$ cat src/rtl/alu_seq.sv
`default_nettype none
// +--------------------------------------------------------------------------+
// | alu_seq : registered ALU with post-shift and a multi-cycle shift-add MUL |
// | Revision: 1.0                                                            |
// +--------------------------------------------------------------------------+
module alu_seq #(
  parameter int WIDTH = 8
) (
  input  logic                       clk,
  input  logic                       rst,
  input  logic                       in_valid,
  output logic                       in_ready,
  input  logic [WIDTH-1:0]           a,
  input  logic [WIDTH-1:0]           b,
  input  logic                       cin,
  input  logic [3:0]                 op,
  input  logic [1:0]                 sh_mode,
  input  logic [$clog2(WIDTH)-1:0]   shamt,
  output logic                       out_valid,
  input  logic                       out_ready,
  output logic [WIDTH-1:0]           y,
  output logic                       flag_z,
  output logic                       flag_n,
  output logic                       flag_c,
  output logic                       flag_v
);

  localparam int SW = $clog2(WIDTH);
  localparam logic [0:0] IDLE = 1'b0;
  localparam logic [0:0] MUL  = 1'b1;
  localparam logic [3:0] OP_MUL = 4'd12;
  localparam logic [SW:0] STEP_LAST = (SW+1)'(WIDTH);

  logic [0:0]       state_q, state_d;
  logic [SW:0]      step_q, step_d;
  logic [WIDTH-1:0] acc_q, acc_d;
  logic [WIDTH-1:0] ma_q, ma_d, mb_q, mb_d;
  logic [1:0]       mmode_q, mmode_d;
  logic [SW-1:0]    mamt_q, mamt_d;
  logic [WIDTH-1:0] y_q, y_d;
  logic             z_q, z_d, n_q, n_d, c_q, c_d, v_q, v_d;
  logic             out_valid_q, out_valid_d;

  logic             can_load, accept;
  logic [WIDTH:0]   sum;
  logic [WIDTH-1:0] addend, pre, alu_y, mul_y;
  logic             is_arith, is_sub, alu_c, alu_v;

  function automatic logic [WIDTH-1:0] do_shift(input logic [WIDTH-1:0] v,
                                                input logic [1:0] mode,
                                                input logic [SW-1:0] amt);
    logic [WIDTH-1:0] r;
    case (mode)
      2'b01:   r = v >> amt;
      2'b10:   r = v << amt;
      2'b11:   r = WIDTH'($signed(v) >>> amt);
      default: r = v;
    endcase
    return r;
  endfunction

  assign can_load = !out_valid_q || out_ready;
  assign in_ready = (state_q == IDLE) && can_load;
  assign accept   = in_valid && in_ready;

  // Subtract ops keep the borrow in bit WIDTH of the (WIDTH+1)-bit result.
  always_comb begin
    sum      = '0;
    addend   = b;
    is_arith = 1'b1;
    is_sub   = 1'b0;
    pre      = a;
    case (op)
      4'd1: sum = {1'b0, a} + {1'b0, b} + {{WIDTH{1'b0}}, cin};
      4'd2: begin sum = {1'b0, a} + {1'b0, ~b}; addend = ~b; end
      4'd3: begin sum = {1'b0, a} + {{WIDTH{1'b0}}, cin}; addend = '0; end
      4'd4: sum = {1'b0, a} + {1'b0, b};
      4'd5: begin sum = {1'b0, a} - {1'b0, b} - {{WIDTH{1'b0}}, cin}; is_sub = 1'b1; end
      4'd6: begin sum = {1'b0, a} - {1'b0, b}; is_sub = 1'b1; end
      4'd7: begin sum = {1'b0, a} - {{WIDTH{1'b0}}, cin}; addend = '0; is_sub = 1'b1; end
      default: is_arith = 1'b0;
    endcase
    case (op)
      4'd8:  pre = a & b;
      4'd9:  pre = a | b;
      4'd10: pre = a ^ b;
      4'd11: pre = ~a;
      default: if (is_arith) pre = sum[WIDTH-1:0];
    endcase
    alu_c = is_arith && sum[WIDTH];
    alu_v = is_arith && ((a[WIDTH-1] ^ addend[WIDTH-1]) == is_sub)
                     && (sum[WIDTH-1] != a[WIDTH-1]);
    alu_y = do_shift(pre, sh_mode, shamt);
    mul_y = do_shift(acc_q, mmode_q, mamt_q);
  end

  always_comb begin
    state_d     = state_q;
    step_d      = step_q;
    acc_d       = acc_q;
    ma_d        = ma_q;
    mb_d        = mb_q;
    mmode_d     = mmode_q;
    mamt_d      = mamt_q;
    y_d         = y_q;
    z_d         = z_q;
    n_d         = n_q;
    c_d         = c_q;
    v_d         = v_q;
    out_valid_d = out_valid_q;
    if (out_valid_q && out_ready) out_valid_d = 1'b0;
    if (state_q == IDLE) begin
      if (accept) begin
        if (op == OP_MUL) begin
          ma_d    = a;
          mb_d    = b;
          mmode_d = sh_mode;
          mamt_d  = shamt;
          acc_d   = '0;
          step_d  = '0;
          state_d = MUL;
        end else begin
          y_d         = alu_y;
          z_d         = (alu_y == '0);
          n_d         = alu_y[WIDTH-1];
          c_d         = alu_c;
          v_d         = alu_v;
          out_valid_d = 1'b1;
        end
      end
    end else if (step_q != STEP_LAST) begin
      if (ma_q[step_q[SW-1:0]]) acc_d = acc_q + (mb_q << step_q);
      step_d = step_q + 1'b1;
    end else if (can_load) begin
      y_d         = mul_y;
      z_d         = (mul_y == '0);
      n_d         = mul_y[WIDTH-1];
      c_d         = 1'b0;
      v_d         = 1'b0;
      out_valid_d = 1'b1;
      state_d     = IDLE;
    end
  end

  always_ff @(posedge clk or posedge rst) begin
    if (rst) begin
      state_q     <= IDLE;
      step_q      <= '0;
      acc_q       <= '0;
      ma_q        <= '0;
      mb_q        <= '0;
      mmode_q     <= '0;
      mamt_q      <= '0;
      y_q         <= '0;
      z_q         <= 1'b0;
      n_q         <= 1'b0;
      c_q         <= 1'b0;
      v_q         <= 1'b0;
      out_valid_q <= 1'b0;
    end else begin
      state_q     <= state_d;
      step_q      <= step_d;
      acc_q       <= acc_d;
      ma_q        <= ma_d;
      mb_q        <= mb_d;
      mmode_q     <= mmode_d;
      mamt_q      <= mamt_d;
      y_q         <= y_d;
      z_q         <= z_d;
      n_q         <= n_d;
      c_q         <= c_d;
      v_q         <= v_d;
      out_valid_q <= out_valid_d;
    end
  end

  assign y         = y_q;
  assign flag_z    = z_q;
  assign flag_n    = n_q;
  assign flag_c    = c_q;
  assign flag_v    = v_q;
  assign out_valid = out_valid_q;

endmodule
`default_nettype wire

$ cat config.mk
export PLATFORM = sky130hd
export DESIGN_NAME = alu_seq
export DESIGN_NICKNAME = d
export VERILOG_FILES = /design/src/rtl/alu_seq.sv
export SDC_FILE = /design/constraint.sdc
export NUM_CORES = 1
export LEC_CHECK = 0
export ABC_AREA = 1
export CAP_MARGIN = 20
export CELL_PAD_IN_SITES_DETAIL_PLACEMENT = 2
export CELL_PAD_IN_SITES_GLOBAL_PLACEMENT = 2
export CORE_MARGIN = 10
export CORE_UTILIZATION = 29
export CTS_BUF_LIST = sky130_fd_sc_hd__clkbuf_16
export DETAILED_ROUTE_END_ITERATION = 8
export PLACE_DENSITY = 0.86
export SYNTH_ARGS = -nofsm -noshare
export SYNTH_HDL_FRONTEND = slang
export SYNTH_SLANG_ARGS = --single-unit
$ cat constraint.sdc
create_clock -name clk -period 2.9 [get_ports clk]
set_input_delay 0.58 -clock clk [delete_from_list [all_inputs] [get_ports clk]]
set_output_delay 0.58 -clock clk [all_outputs]
set_load 0.02 [all_outputs]
* Word-level counts from Yosys, hierarchy flattened
Index checks and enable logic that the tools add are counted.
Cells by class: add/sub/neg operators 9, multipliers 0, div/mod/pow operators 0, order comparisons 1, equal/unequal tests 26, shift-type cells 7, multiplexer cells 53, bitwise operators 7, reduce and logical (&&, ||, !) cells 19
Operators with widths (count):
- 2-to-1 mux 8 bit | 11
- case mux 9 bit (7 select lines) | 1
- case mux 8 bit (3 select lines) | 2
- 2-to-1 mux 1 bit | 32
- case mux 8 bit (4 select lines) | 1
- == test 4 bit (second input constant) | 5
- adder 8 x 8 -> 9 bit | 2
- == test 4 x 3 -> 1 bit (second input constant) | 4
- zero test 8 bit | 2
- 2-to-1 mux 4 bit | 4
- NOT 8 bit | 2
- case mux 8 bit (2 select lines) | 1
- << shifter 8 x 3 -> 8 bit | 2
- >> shifter 8 x 3 -> 8 bit | 2
- >>> shifter 8 x 3 -> 8 bit | 2
- adder 8 x 1 -> 9 bit | 1
- adder 9 x 1 -> 9 bit | 1
- subtractor 8 x 1 -> 9 bit | 1
- subtractor 8 x 8 -> 9 bit | 1
- subtractor 9 x 1 -> 9 bit | 1
- adder 8 bit | 1
- AND 8 bit | 1
- == test 2 bit (second input constant) | 4
- == test 4 x 2 -> 1 bit (second input constant) | 2
- 24 further kinds | 36
Word-level totals: register bits after elaboration 47, bits in latches 0, RAM bits 0, memory bits (read-only) 0, input port bits 30, output and inout bits 14, word-level logic and storage cells 135, memories kept 0

* Depth between registers and ports, before layout
Gate-level depths: netlist of the first run.
depth in word-level cells 11, depth in mapped cells 31, mapped depth without buffers 31

* Least setup slack after synthesis of the first run
OpenSTA, ideal clock, no wires.
path type input to register, from input port op[0], to register z_q (netlist: flag_z), library setup time 0.077 ns, arrival time 3.288 ns, data required time 2.823 ns, slack -0.466 ns, cell stages on the path 26, path buffers 0, cells stage by stage nand2_1 > nor2_1 > inv_1 > nand2_1 > o21ai_0 > ha_1 > fa_1 > inv_1 > a21oi_1 > nor2_1 > nor2_1 > nand2_1 > o21ai_0 > nor2_1 > nand3_1 > nand2_1 > nand3_1 > nand3_1 > nand3_1 > o21ai_1 > nor2_1 > a21oi_1 > nand3_1 > nor2_1 > nand3_1 > a21oi_1
Between the ends: longest elaborated chain between the ends 11, elaborated cells on any way between the ends 27, classes of those cells eq/ne (13); shift (3); mux (8); reduce/logical (3)
Ends and longest elaborated chain:
- start, declared | line 16 | input logic [3:0] op,
- == test 4 x 3 -> 1 bit, or another cell as far along | line 73 | case (op)
- OR reduction 7 bit (no line)
- 2-to-1 mux 1 bit | line 73
- 2-to-1 mux 8 bit | line 88 | default: if (is_arith) pre = sum[WIDTH-1:0];
- case mux 8 bit (4 select lines) | line 83 | case (op)
- >>> shifter 8 x 3 -> 8 bit, or another cell as far along | line 56 | 2'b11: r = WIDTH'($signed(v) >>> amt);
- case mux 8 bit (3 select lines) | line 53 | case (mode)
- zero test 8 bit | line 124 | z_d = (alu_y == '0);
- 2-to-1 mux 1 bit | line 114 | if (op == OP_MUL) begin
- 2-to-1 mux 1 bit | line 113 | if (accept) begin
- 2-to-1 mux 1 bit | line 112 | if (state_q == IDLE) begin
- end signal, assigned | line 169 | z_q <= z_d;
- end, declared | line 41 | logic z_q, z_d, n_q, n_d, c_q, c_d, v_q, v_d;
Several ways; a longest one is shown, not always the timed one. The select of a mux whose other input is x is not followed. A chain may end at the register's enable or synchronous reset.

* Worst setup path in the final report of the first run
Ends and elaborated chain as after synthesis.

==> reports/qor.txt, run 1 <==
unrepaired setup endpoints after global routing - yes
synthesis-to-finish area growth - 65.1%
path category of the worst min-delay check - reg2reg
First-pass DRT Iterations - 5
post-route clock period utilization - 138%
CTS Buf Count - 5
clock tree buffer depth - 2
Synth area leaders - dfrtp_1 (19%), nand2_1 (17%), ha_1 (9.5%), inv_1 (8.8%), o21ai_0 (7.7%)
number of cells traversed by the worst hold path - 2
Worst R2R End - flag_z
Sum Neg Setup Slack - -9850 ps
relative max-transition margin - 38.6%
critical path capture point type - register
Final min period - 4010 ps
cell at the slowest stage of the critical path - fa_2
share of post-route cells with drive strength above 1 - 42.1%
final net count - 1378
depth of the worst register-to-register path - 10
post-route cell area - 10300 µm²
top-level port count - 44
clock tree root driver cell - clkbuf_16
clock slew seen by the registers of the worst setup and hold paths - 80 ps
final hold violation count - 0
Worst Path Required - 3150 ps
total chip power - 7.23 mW
height of the die - 166 µm
max-slew violation total from the final report - 0
worst-case hold slack - 527 ps
transition time at the pin with the least slew margin - 921 ps
least setup slack across all paths after layout - -1110 ps
Worst path max stage delay - 400 ps
average size of a mapped cell - 5.95 µm²
fraction of the core area covered by cells at the end of the flow - 48.8%
antenna violations before repair - 1
endpoint of the worst hold-timing path - y[5]
maximum net fanout on the critical path - 4
via count of the first global-routing pass - 10600
number of vias after detailed routing - 9962
maximum capacitance violations - 0
iteration-0 DRC count of the detailed router - 872
PortBufs - 43
starting density of the core - 29.5%
slack of the worst reg-to-reg path - -150 ps
width of the die - 166 µm
hold_sp - y[5]
GR Overflow Total - 0
total buffers and inverters traversed by the critical path - 3
reported leakage power - 4.89 nW
Peak VDD IR - 0.341 mV
global-route usage over all layers - 31.4%
endpoint arrival time on the critical path - 4250 ps
cell area after technology mapping - 6210 µm²
pin count of the biggest net entering global routing - 30
final cell count without fillers - 1573
kind of launch point of the worst setup path - input port
post-detailed-route DRC marker count - 0
quantity of hold-fixing buffers added after cts - 0
Antenna diodes - 0
warning count from the yosys run - 0
average vias per placed instance - 6.33
number of fill cells - 2365
antenna-violating nets left - 0
H-tree depth - 2
post-placement worst setup slack - -1540 ps
cell type contributing the most total cell area after synthesis - dfrtp_1
portion of synthesized cell area occupied by the leading cell type - 18.5%
sequential fraction of the synthesis area - 18.5%
category of the critical setup timing path - in2reg
status - finished, violations left
skew final - 12.5 ps
die footprint - 27700 µm²
R2R Path Start - mamt_q[1]
areal power density over the cells - 705 nW/µm²
clock latency reported for the late side of the worst-skew pair - 320 ps
core region area - 21000 µm²
wire length of the first global-routing pass - 68.3 mm
CTS tree - done
kind of cell adding the most delay to the critical path - simple AND/OR/NAND/NOR gates
Max Fclk - 250 MHz
sinks on the clock net - 46
post-detailed-placement cell area - 8110 µm²
placed insts - 1493
final-report setup violation count - 12
DP HPWL - 27.9 mm
flops & latches, synth - 46
Post-Synthesis Cells - 1043
most repeated library cell on the critical path - nand2_1
count of standard-cell rows - 53
average routed wire per standard cell - 34.9 µm
RePlAce Congestion - 0.953
violations in the final reports - setup timing
Synth Net Count - 1124
wire length after detailed routing - 54.9 mm
number of distinct library cells after synthesis - 53
## what timing repair did
item / 4_1_cts / 5_1_grt
pin swaps: 99 / 131
gates resized for setup: 217 / 210
setup endpoints to repair: 11 / 13
setup buffers: 48 / 30
## sequential cells by signal (all words and copies together), names as in the netlist
signal,cells
acc_q,8
flag_c,1
flag_v,1
flag_z,1
ma_q,8
mamt_q,3
mb_q,8
mmode_q,2
out_valid,1
state_q,1
step_q,4
y,8
## cells in the final DEF (no fill, tap or decap), types with 19 or more instances in the layout
cell type,instances
nor2_1,66
buf_6,24
ha_4,19
clkdlybuf4s50_1,24
nand3_2,33
nor2_2,27
nor2_4,19
nand2_1,202
ha_1,25
inv_2,30
nand3_1,51
o21ai_0,78
dfrtp_1,45
nand2_4,30
inv_1,122
buf_4,210
a21oi_1,27
nand2_2,57
## report_power, final
group	total (mW)	internal (mW)	switching, mW
sequential	1.30	0.915	0.383
clock	0.812	0.497	0.315
combinational	5.12	1.70	3.42
total	7.23	3.11	4.11
## cell type report
type | count | area, µm² | area share (%)
sequential | 46 | 1150 | 11.2
clock buffer | 5 | 125 | 1.22
multi-input combinational | 811 | 5700 | 55.6
tap | 275 | 344 | 3.36
clock inverter | 3 | 68.8 | 0.671
timing repair buffer | 276 | 2270 | 22.1
inverter | 157 | 599 | 5.84
## routing by layer
layer / part of all wire [%] / GRT usage, % / vias to the layer above / routed length, µm
li1: - / - / 3944 / -
met1: 35 / 33.2 / 4951 / 19400
met2: 48 / 56.1 / 709 / 26100
met3: 7.1 / 4.57 / 358 / 3920
met4: 9.8 / 22.3 / 0 / 5370
met5: 0 / 0 / - / 0
## cells by family after synthesis
group,count (synthesis),synth area share (%)
DFF,46,18.5
adders and majority gates,51,10.8
and+or+nand+nor,530,36.6
AOI/OAI and AO/OA,217,20.1
buffers and inverters,186,12.0
xor gates and xnor gates,12,1.81
muxes,1,0.161
## cells in the mapped netlist (all sizes together)
master	instances
a221oi	6
buf	16
nand3	95
dfrtp	46
o221ai	5
o21bai	2
a211oi	4
a221o	1
a21oi	50
a311oi	1
a21o	2
mux2i	1
a2111oi	1
fa	4
nand2	290
o22ai	11
inv	156
o2111ai	1
a31oi	5
nor4	4
o41ai	1
nand4	17
xnor2	3
a22oi	1
clkinv	1
a32oi	2
or2	2
o21a	1
ha	47
o21ai	112
clkbuf	13
nor3	9
a22o	1
and2	1
xor2	9
nor2	112
o211ai	10
## tightest hold or removal path, delay by kind of cell, from the launching register on
| kind | cells | cell delay [ps] |
|---|---|---|
| and+or+nand+nor | 1 | 60 |
| DFF | 1 | 360 |
| AOI/OAI and AO/OA | 1 | 70 |
## how the worst max path moves through the flow
stage                      from     end  slack [ps]  depth (start not counted)
after floorplan            a[0]  flag_z        -200                         25
after global placement     b[1]  flag_z       -1190                         29
after detailed placement   b[1]  flag_z       -1540                         26
after CTS                 op[1]  flag_z        -560                         26
after global routing      op[0]  flag_z       -1170                         27
final                     op[0]  flag_z       -1110                         29
(Power assumes the default switching activity.)
==> run 2, diff against run 1 <==
--- a/config.mk
+++ b/config.mk
@@ -14,6 +14,7 @@
 export CTS_BUF_LIST = sky130_fd_sc_hd__clkbuf_16
 export DETAILED_ROUTE_END_ITERATION = 8
 export PLACE_DENSITY = 0.86
+export SETUP_SLACK_MARGIN = 0.4
 export SYNTH_ARGS = -nofsm -noshare
 export SYNTH_HDL_FRONTEND = slang
 export SYNTH_SLANG_ARGS = --single-unit
==> reports/qor.txt, run 2 (same netlist as run 1, synthesis figures left out) <==
relative max-transition margin - 15.9% (-23 points)
CTS tree - done
most common cell after layout, fill and taps aside - nand2_1
average routed wire per standard cell - 34.6 µm (-0.92%)
Max Fclk - 232 MHz (-6.9%)
First-pass DRT Iterations - 5 (unchanged)
number of vias after detailed routing - 9800 (-1.6%)
kind of launch point of the worst setup path - input port
DP HPWL - 28.8 mm (+3.1%)
path category of the worst min-delay check - reg2reg
areal power density over the cells - 717 nW/µm² (+1.7%)
unrepaired setup endpoints after global routing - yes
wire length after detailed routing - 54.3 mm (-1.1%)
violations in the final reports - setup timing
sinks on the clock net - 46 (unchanged)
cell at the slowest stage of the critical path - a21oi_2
post-placement worst setup slack - -1820 ps (-285 ps)
Final min period - 4300 ps (+296 ps)
synthesis-to-finish area growth - 62.5%
quantity of hold-fixing buffers added after cts - 0 (unchanged)
maximum net fanout on the critical path - 4 (unchanged)
depth of the worst register-to-register path - 10 (unchanged)
skew final - 14.6 ps (+2.09 ps)
core region area - 21000 µm² (unchanged)
antenna violations before repair - 1 (unchanged)
pin count of the biggest net entering global routing - 47 (+57%)
H-tree depth - 2 (unchanged)
global-route usage over all layers - 31.6% (+0.18 points)
post-detailed-placement cell area - 8300 µm² (+2.4%)
width of the die - 166 µm (unchanged)
Worst Path Required - 3110 ps (-40 ps)
via count of the first global-routing pass - 10600 (+0.15%)
max-slew violation total from the final report - 0 (unchanged)
critical path capture point type - register
number of cells traversed by the worst hold path - 2 (unchanged)
average vias per placed instance - 6.24 (-1.4%)
RePlAce Congestion - 0.907 (-4.9%)
count of standard-cell rows - 53 (unchanged)
clock tree root driver cell - clkbuf_16
post-route clock period utilization - 148% (+10 points)
slack of the worst reg-to-reg path - -50 ps (+100 ps)
final hold violation count - 0 (unchanged)
Peak VDD IR - 0.357 mV (+5.0%)
iteration-0 DRC count of the detailed router - 996 (+14%)
Worst path max stage delay - 460 ps (+60 ps)
clock latency reported for the late side of the worst-skew pair - 320 ps (about the same)
height of the die - 166 µm (unchanged)
starting density of the core - 29.5% (unchanged)
transition time at the pin with the least slew margin - 1260 ps (+341 ps)
least setup slack across all paths after layout - -1400 ps (-296 ps)
maximum capacitance violations - 0 (unchanged)
reported leakage power - 4.83 nW (-1.2%)
clock tree buffer depth - 2 (unchanged)
category of the critical setup timing path - in2reg
endpoint arrival time on the critical path - 4510 ps (+260 ps)
Worst path depth - 21 (-28%)
antenna-violating nets left - 0 (unchanged)
CTS Buf Count - 5 (unchanged)
GR Overflow Total - 0 (unchanged)
most frequent cells in the layout - nand2_1 (208), buf_4 (207), inv_1 (123), o21ai_0 (75), nor2_1 (72)
total buffers and inverters traversed by the critical path - 2 (-1)
clock slew seen by the registers of the worst setup and hold paths - 70 ps (about the same)
CP cell instances - clkdlybuf4s15_2 > nor2_4 > o21ai_2 > o21ai_1 > ha_2 > a21oi_2 > o21ai_4 > nand2_2 > buf_4 > nand2_1 > nor2_2 > nor2_1 > nand4_1 > nand2_2 > nand2_2 > nand3_1 > a31oi_2 > nand2_1 > a21oi_2 > nor2_1 > o21ai_1
most repeated library cell on the critical path - nand2_2
PortBufs - 43 (unchanged)
post-route cell area - 10100 µm² (-1.6%)
die footprint - 27700 µm² (unchanged)
status - finished, violations left
final-report setup violation count - 11 (-1)
post-detailed-route DRC marker count - 0 (unchanged)
kind of cell adding the most delay to the critical path - compound AO/OA/AOI/OAI gates
share of post-route cells with drive strength above 1 - 40.8% (-1.3 points)
final net count - 1374 (-0.29%)
top-level port count - 44 (unchanged)
wire length of the first global-routing pass - 68.9 mm (+0.79%)
## run 2: cell types whose count changed in the layout (fill, tap and decap cells not counted), moves of 4 or more
| cell | change |
|---|---|
| nand2_4 | -11 |
| nor2_2 | -7 |
| buf_6 | -6 |
| nand2_1 | +6 |
| nor2_1 | +6 |
| dlygate4sd2_1 | +4 |
| nand2_2 | +4 |
## run 2: what timing repair did
item,CTS,global route
endpoints found under the setup margin,19,22
hold endpoints to repair,0,0
resized for setup,215,155
setup buffers,33,20
pin swaps,100,91
## run 2: cell type report
class                   instances  area [µm²]
clock inverters                 3        25.0
clock buffers                   5         125
flip-flops and latches         46        1150
fillers                      2418       10900
diodes                          1        2.50
inverters                     157         607
repair buffers                272        2250
well taps                     275         344
multi-input cells             811        5580
## run 2: power by group
| group | total [mW] | internal [mW] | switching, mW |
|---|---|---|---|
| logic | 5.27 | 1.80 | 3.47 |
| registers | 1.34 | 0.917 | 0.424 |
| clock network | 0.621 | 0.325 | 0.296 |
## run 2: worst reg2reg max path, stage by stage, from the launching register on
cell      delay [ps]
dfrtp_1          660
clkinv_1         440
nand2_1          200
o21ai_0           90
a22oi_1          230
o211ai_1         140
nand2_1          110
o21ai_0          190
nor4_1           450
a21oi_1          170
a21oi_2          190
## run 2: per-layer routing
layer,GRT usage (%),up-vias,routed length [µm]
met5,0,-,0
met4,21.8,0,5280
met3,4.31,328,3720
met2,56.9,652,25900
met1,33.3,4884,19300
li1,-,3936,-
## run 2: through the flow
stage          TNS [ps]  power (mW)  instances  utilization, %  hold slack (ps)
5_1_grt          -13700        7.46       1569            48.0              546
6_report         -12740        7.23       1570            48.0              510
2_1_floorplan      -877        3.33       1043               -              448
3_3_place_gp     -14650        4.52       1508            39.5              463
4_1_cts           -5130        5.88       1549            44.5              507
3_5_place_dp     -18040        4.85       1508            39.5              490
## run 2: path summary, 6_finish.rpt
kind	from	to
max in group asynchronous	rst	step_q[3]
max reg2reg	mamt_q[1]	flag_z
min in group asynchronous	rst	mb_q[7]
min reg2reg	y[7]	y[7]
max	op[3]	y[2]
min	y[7]	y[7]
==> run 3, diff against run 2 <==
--- a/config.mk
+++ b/config.mk
@@ -5,15 +5,14 @@
 export SDC_FILE = /design/constraint.sdc
 export NUM_CORES = 1
 export LEC_CHECK = 0
-export ABC_AREA = 1
 export CAP_MARGIN = 20
 export CELL_PAD_IN_SITES_DETAIL_PLACEMENT = 2
 export CELL_PAD_IN_SITES_GLOBAL_PLACEMENT = 2
 export CORE_MARGIN = 10
-export CORE_UTILIZATION = 29
+export CORE_UTILIZATION = 33
 export CTS_BUF_LIST = sky130_fd_sc_hd__clkbuf_16
 export DETAILED_ROUTE_END_ITERATION = 8
-export PLACE_DENSITY = 0.86
+export PLACE_DENSITY = 0.84
 export SETUP_SLACK_MARGIN = 0.4
 export SYNTH_ARGS = -nofsm -noshare
 export SYNTH_HDL_FRONTEND = slang
==> reports/qor.txt, run 3 <==
cell type contributing the most total cell area after synthesis - dfrtp_1
Synth area leaders - dfrtp_1 (17%), ha_1 (8.9%), nand2_1 (6.1%), o21ai_0 (5.9%), a21oi_1 (3.6%)
width of the die - 162 µm (-2.9%)
portion of synthesized cell area occupied by the leading cell type - 17.4% (-1.1 points)
top-level port count - 44 (unchanged)
starting density of the core - 33.8% (+4.2 points)
count of standard-cell rows - 51 (-3.8%)
Last stage - 4_1_cts
clock tree root driver cell - clkbuf_16
quantity of hold-fixing buffers added after cts - 0 (unchanged)
most common library cells after synthesis - nand2_1 (108), o21ai_0 (78), nor2_1 (61)
PortBufs - 43 (unchanged)
sinks on the clock net - 46 (unchanged)
postcts setup bufs - 48 (+45%)
error text reported by the tool - [ERROR DPL-0033] detailed placement checks failed during check placement.
cell with the most instances after synthesis - nand2_1
CTS Buf Count - 5 (unchanged)
status - did not finish
cell area after technology mapping - 6610 µm² (+6.5%)
height of the die - 162 µm (-2.9%)
clock tree buffer depth - 2 (unchanged)
average size of a mapped cell - 7.47 µm² (+25%)
flops & latches, synth - 46 (unchanged)
number of distinct library cells after synthesis - 87 (+64%)
DP HPWL - 31.7 mm (+10%)
RePlAce Congestion - 0.948 (+4.5%)
number of enable-type register cells in the synthesized netlist - 0 (unchanged)
Post-Synthesis Cells - 885 (-15%)
fraction of registers with async set or reset after synthesis - 100% (unchanged)
sequential fraction of the synthesis area - 17.4% (-1.1 points)
post-detailed-placement cell area - 9140 µm² (+10%)
number of gates given a new drive strength after cts - 234 (+8.8%)
post-placement worst setup slack - -2220 ps (-398 ps)
top flip-flop cell by instance count after synthesis - dfrtp_1
H-tree depth - 2 (unchanged)
warning count from the yosys run - 0 (unchanged)
Synth Net Count - 966 (-14%)
-- run 3: cell types whose count changed after synthesis, sizes merged, moves of 12 or more --
cell | previous run | this run
nand2b | 0 | 16
mux2i | 1 | 23
nor3 | 9 | 32
inv | 156 | 48
a21o | 2 | 14
a211oi | 4 | 20
o21ai | 112 | 86
nor2b | 0 | 13
nand3 | 95 | 25
nand2 | 290 | 108
clkbuf | 13 | 45
nor2 | 112 | 61
-- run 3: cells by family after synthesis --
family | Yosys count | share of synthesized area (%)
simple gates | 315 | 23.4
fa+ha+maj | 51 | 10.1
xor+xnor | 30 | 4.30
mux | 35 | 6.72
flops | 46 | 17.4
buf+inv | 102 | 6.05
compound gates | 306 | 32.0
-- run 3: through the flow --
step           cells  utilization [%]  hold WS [ps]
3_5_place_dp    1383             46.7           471
3_3_place_gp    1383             46.7           458
2_1_floorplan    885                -           445
==> run 4, diff against run 3 <==
==> config.mk (replaced) <==
export PLATFORM = sky130hd
export DESIGN_NAME = alu_seq
export DESIGN_NICKNAME = d
export VERILOG_FILES = /design/src/rtl/alu_seq.sv
export SDC_FILE = /design/constraint.sdc
export NUM_CORES = 1
export LEC_CHECK = 0
export CAP_MARGIN = 20
export CORE_MARGIN = 10
export CORE_UTILIZATION = 40
export DETAILED_ROUTE_END_ITERATION = 8
export PLACE_DENSITY_LB_ADDON = 0.15
export SYNTH_ARGS = -nofsm -noshare
export SYNTH_HDL_FRONTEND = slang
export SYNTH_SLANG_ARGS = --single-unit
==> constraint.sdc (replaced) <==
create_clock -name clk -period 3.8 [get_ports clk]
set_input_delay 0.76 -clock clk [delete_from_list [all_inputs] [get_ports clk]]
set_output_delay 0.76 -clock clk [all_outputs]
set_load 0.02 [all_outputs]
==> reports/qor.txt, run 4 <==
status - finished, violations left
violations in the final reports - setup timing
synthesis-to-finish area growth - 47.0%
highest metal layer with signal wires - met4
critical path capture point type - register
met2 wire length - 11.5 mm
First-pass DRT Iterations - 6
transition time at the pin with the least slew margin - 869 ps
skew final - 7.79 ps
portion of synthesized cell area occupied by the leading cell type - 17.4% (unchanged)
flops & latches, synth - 46 (unchanged)
height of the die - 149 µm (-8.0%)
Final min period - 4040 ps
H-tree depth - 2 (unchanged)
starting density of the core - 41.2% (+7.4 points)
relative max-transition margin - 42.1%
maximum net fanout on the critical path - 4
die footprint - 22100 µm²
top-level port count - 44 (unchanged)
via count of the first global-routing pass - 7307
maximum capacitance violations - 0
wire length after detailed routing - 24.8 mm
Synth Net Count - 966 (unchanged)
least setup slack across all paths after layout - -235 ps
global-route usage over all layers - 21.8%
Worst R2R End - acc_q[7]
launching element of the worst setup path - b[1]
warning count from the yosys run - 0 (unchanged)
total routed wire length on the met1 layer - 11.5 mm
average size of a mapped cell - 7.47 µm² (unchanged)
placed insts - 1280 (-7.4%)
sinks on the clock net - 46 (unchanged)
fraction of registers with async set or reset after synthesis - 100% (unchanged)
hold_sp - ma_q[3]
sequential fraction of the synthesis area - 17.4% (unchanged)
quantity of hold-fixing buffers added after cts - 0 (unchanged)
width of the die - 149 µm (-8.0%)
depth of the worst register-to-register path - 15
Synth area leaders - dfrtp_1 (17%), ha_1 (8.9%), nand2_1 (6.1%), o21ai_0 (5.9%), a21oi_1 (3.6%)
CTS Buf Count - 5 (unchanged)
top flip-flop cell by instance count after synthesis - dfrtp_1
wire length of the first global-routing pass - 39.6 mm
post-detailed-route DRC marker count - 0
endpoint arrival time on the critical path - 4220 ps
RePlAce Congestion - 0.919 (-3.1%)
clock latency reported for the late side of the worst-skew pair - 290 ps
unrepaired setup endpoints after global routing - yes
portion of total power attributed to sequential cells - 25.4%
R2R Path Start - step_q[1]
Antenna diodes - 0
reported leakage power - 4.14 nW
average routed wire per standard cell - 18.8 µm
iteration-0 DRC count of the detailed router - 654
most common cell after layout, fill and taps aside - buf_4
clock tree root driver cell - clkbuf_16
max-slew violation total from the final report - 0
post-detailed-placement cell area - 8660 µm² (-5.3%)
cell area after technology mapping - 6610 µm² (unchanged)
areal power density over the cells - 405 nW/µm²
cell type contributing the most total cell area after synthesis - dfrtp_1
slack of the worst reg-to-reg path - 750 ps
Max Fclk - 248 MHz
PortBufs - 43 (unchanged)
number of vias after detailed routing - 7645
category of the critical setup timing path - in2reg
cell with the most instances after synthesis - nand2_1
antenna violations before repair - 0
Pint - 2.12 mW
most frequent cells in the layout - buf_4 (206), nand2_1 (108), o21ai_0 (67), nor2_1 (58), dfrtp_1 (46)
number of distinct library cells after synthesis - 87 (unchanged)
CTS tree - done
antenna-violating nets left - 0
final-report setup violation count - 9
kind of launch point of the worst setup path - input port
number of enable-type register cells in the synthesized netlist - 0 (unchanged)
endpoint of the worst hold-timing path - ma_q[3]
count of standard-cell rows - 46 (-9.8%)
Peak VDD IR - 0.268 mV
P_sw - 1.82 mW
DP HPWL - 19.1 mm (-40%)
path category of the worst min-delay check - reg2reg
pin count of the biggest net entering global routing - 47
Worst Path Required - 3990 ps
Post-Synthesis Cells - 885 (unchanged)
GR Overflow Total - 0
number of fill cells - 1432
final hold violation count - 0
core region area - 16100 µm²
clock slew seen by the registers of the worst setup and hold paths - 70 ps
Clock Power Share - 11.7%
post-route clock period utilization - 106%
post-route cell area - 9720 µm²
most common library cells after synthesis - nand2_1 (108), o21ai_0 (78), nor2_1 (61)
final cell count without fillers - 1318
average vias per placed instance - 5.80
switch share - 46.1%
portion of total power attributed to combinational logic - 62.9%
final net count - 1182
clock tree buffer depth - 2 (unchanged)
number of cells traversed by the worst hold path - 2
share of post-route cells with drive strength above 1 - 35.2%
Routed met3 length - 1.30 mm
-- run 4: area by class of cell --
cell class	instances	area, µm²	area share, %
clock buffers	6	139	1.43
flip-flops and latches	46	1150	11.8
multi-input cells	737	5830	60.0
repair buffers	261	2120	21.9
clock inverters	2	16.3	0.167
well taps	216	270	2.78
inverters	50	191	1.97
-- run 4: per-stage QoR --
stage | setup TNS [ps] | hold WS, ps | power, mW | setup WS [ps] | utilization, %
after floorplan | -700 | 445 | 2.42 | -179 | -
after global placement | -9480 | 459 | 3.23 | -1160 | 53.9
after detailed placement | -9730 | 467 | 3.25 | -1220 | 53.9
after CTS | -1030 | 482 | 3.85 | -240 | 58.5
after global routing | -2490 | 508 | 4.25 | -336 | 60.6
final | -1470 | 476 | 3.94 | -235 | 60.6
-- run 4: how the worst max path moves through the flow --
stage / slack [ps] / cells past startpoint / to
after floorplan: -180 / 19 / flag_z
after global placement: -1160 / 17 / y[7]
after detailed placement: -1220 / 17 / y[7]
after CTS: -240 / 16 / flag_z
after global routing: -340 / 18 / flag_z
final: -240 / 18 / flag_z
-- run 4: cell families after synthesis --
logic type	synth area share [%]
adder cells (fa/ha/maj)	10.1
multiplexers	6.72
AO/OA/AOI/OAI	32.0
flip-flops	17.4
buffers and inverters	6.05
XOR/XNOR	4.30
AND/OR/NAND/NOR	23.4
-- run 4: repair_timing --
action | in CTS | in global routing
endpoints found under the setup margin | 10 | 10
buffers inserted | 19 | 11
resized for setup | 139 | 54
pin swaps | 70 | 43
-- run 4: per-layer routing --
layer | GRT usage, % | up-vias
met5 | 0 | -
met4 | 5.95 | 0
met3 | 1.49 | 29
met2 | 35.5 | 254
met1 | 30.3 | 3641
li1 | - | 3721
-- run 4: power groups by stage --
stage                     Clock, mW  Sequential (mW)  Combinational [mW]
final                         0.461             1.00                2.48
after global routing          0.492             1.04                2.72
after CTS                     0.471            0.995                2.38
after detailed placement          0             1.00                2.25
after global placement            0             1.00                2.23
after floorplan                   0            0.874                1.54
-- run 4: critical path, cell delays in order --
cell       delay [ps]
buf_8             100
buf_6             120
buf_6             120
fa_2              410
buf_6             140
xor2_2            150
o2111ai_1         130
or4b_4            520
buf_4             160
a21o_1            180
a21oi_4           180
o31ai_2            70
buf_4             160
o21a_1            190
a2111o_1          420
a32oi_2           190
a211o_1           150
o31ai_2            70
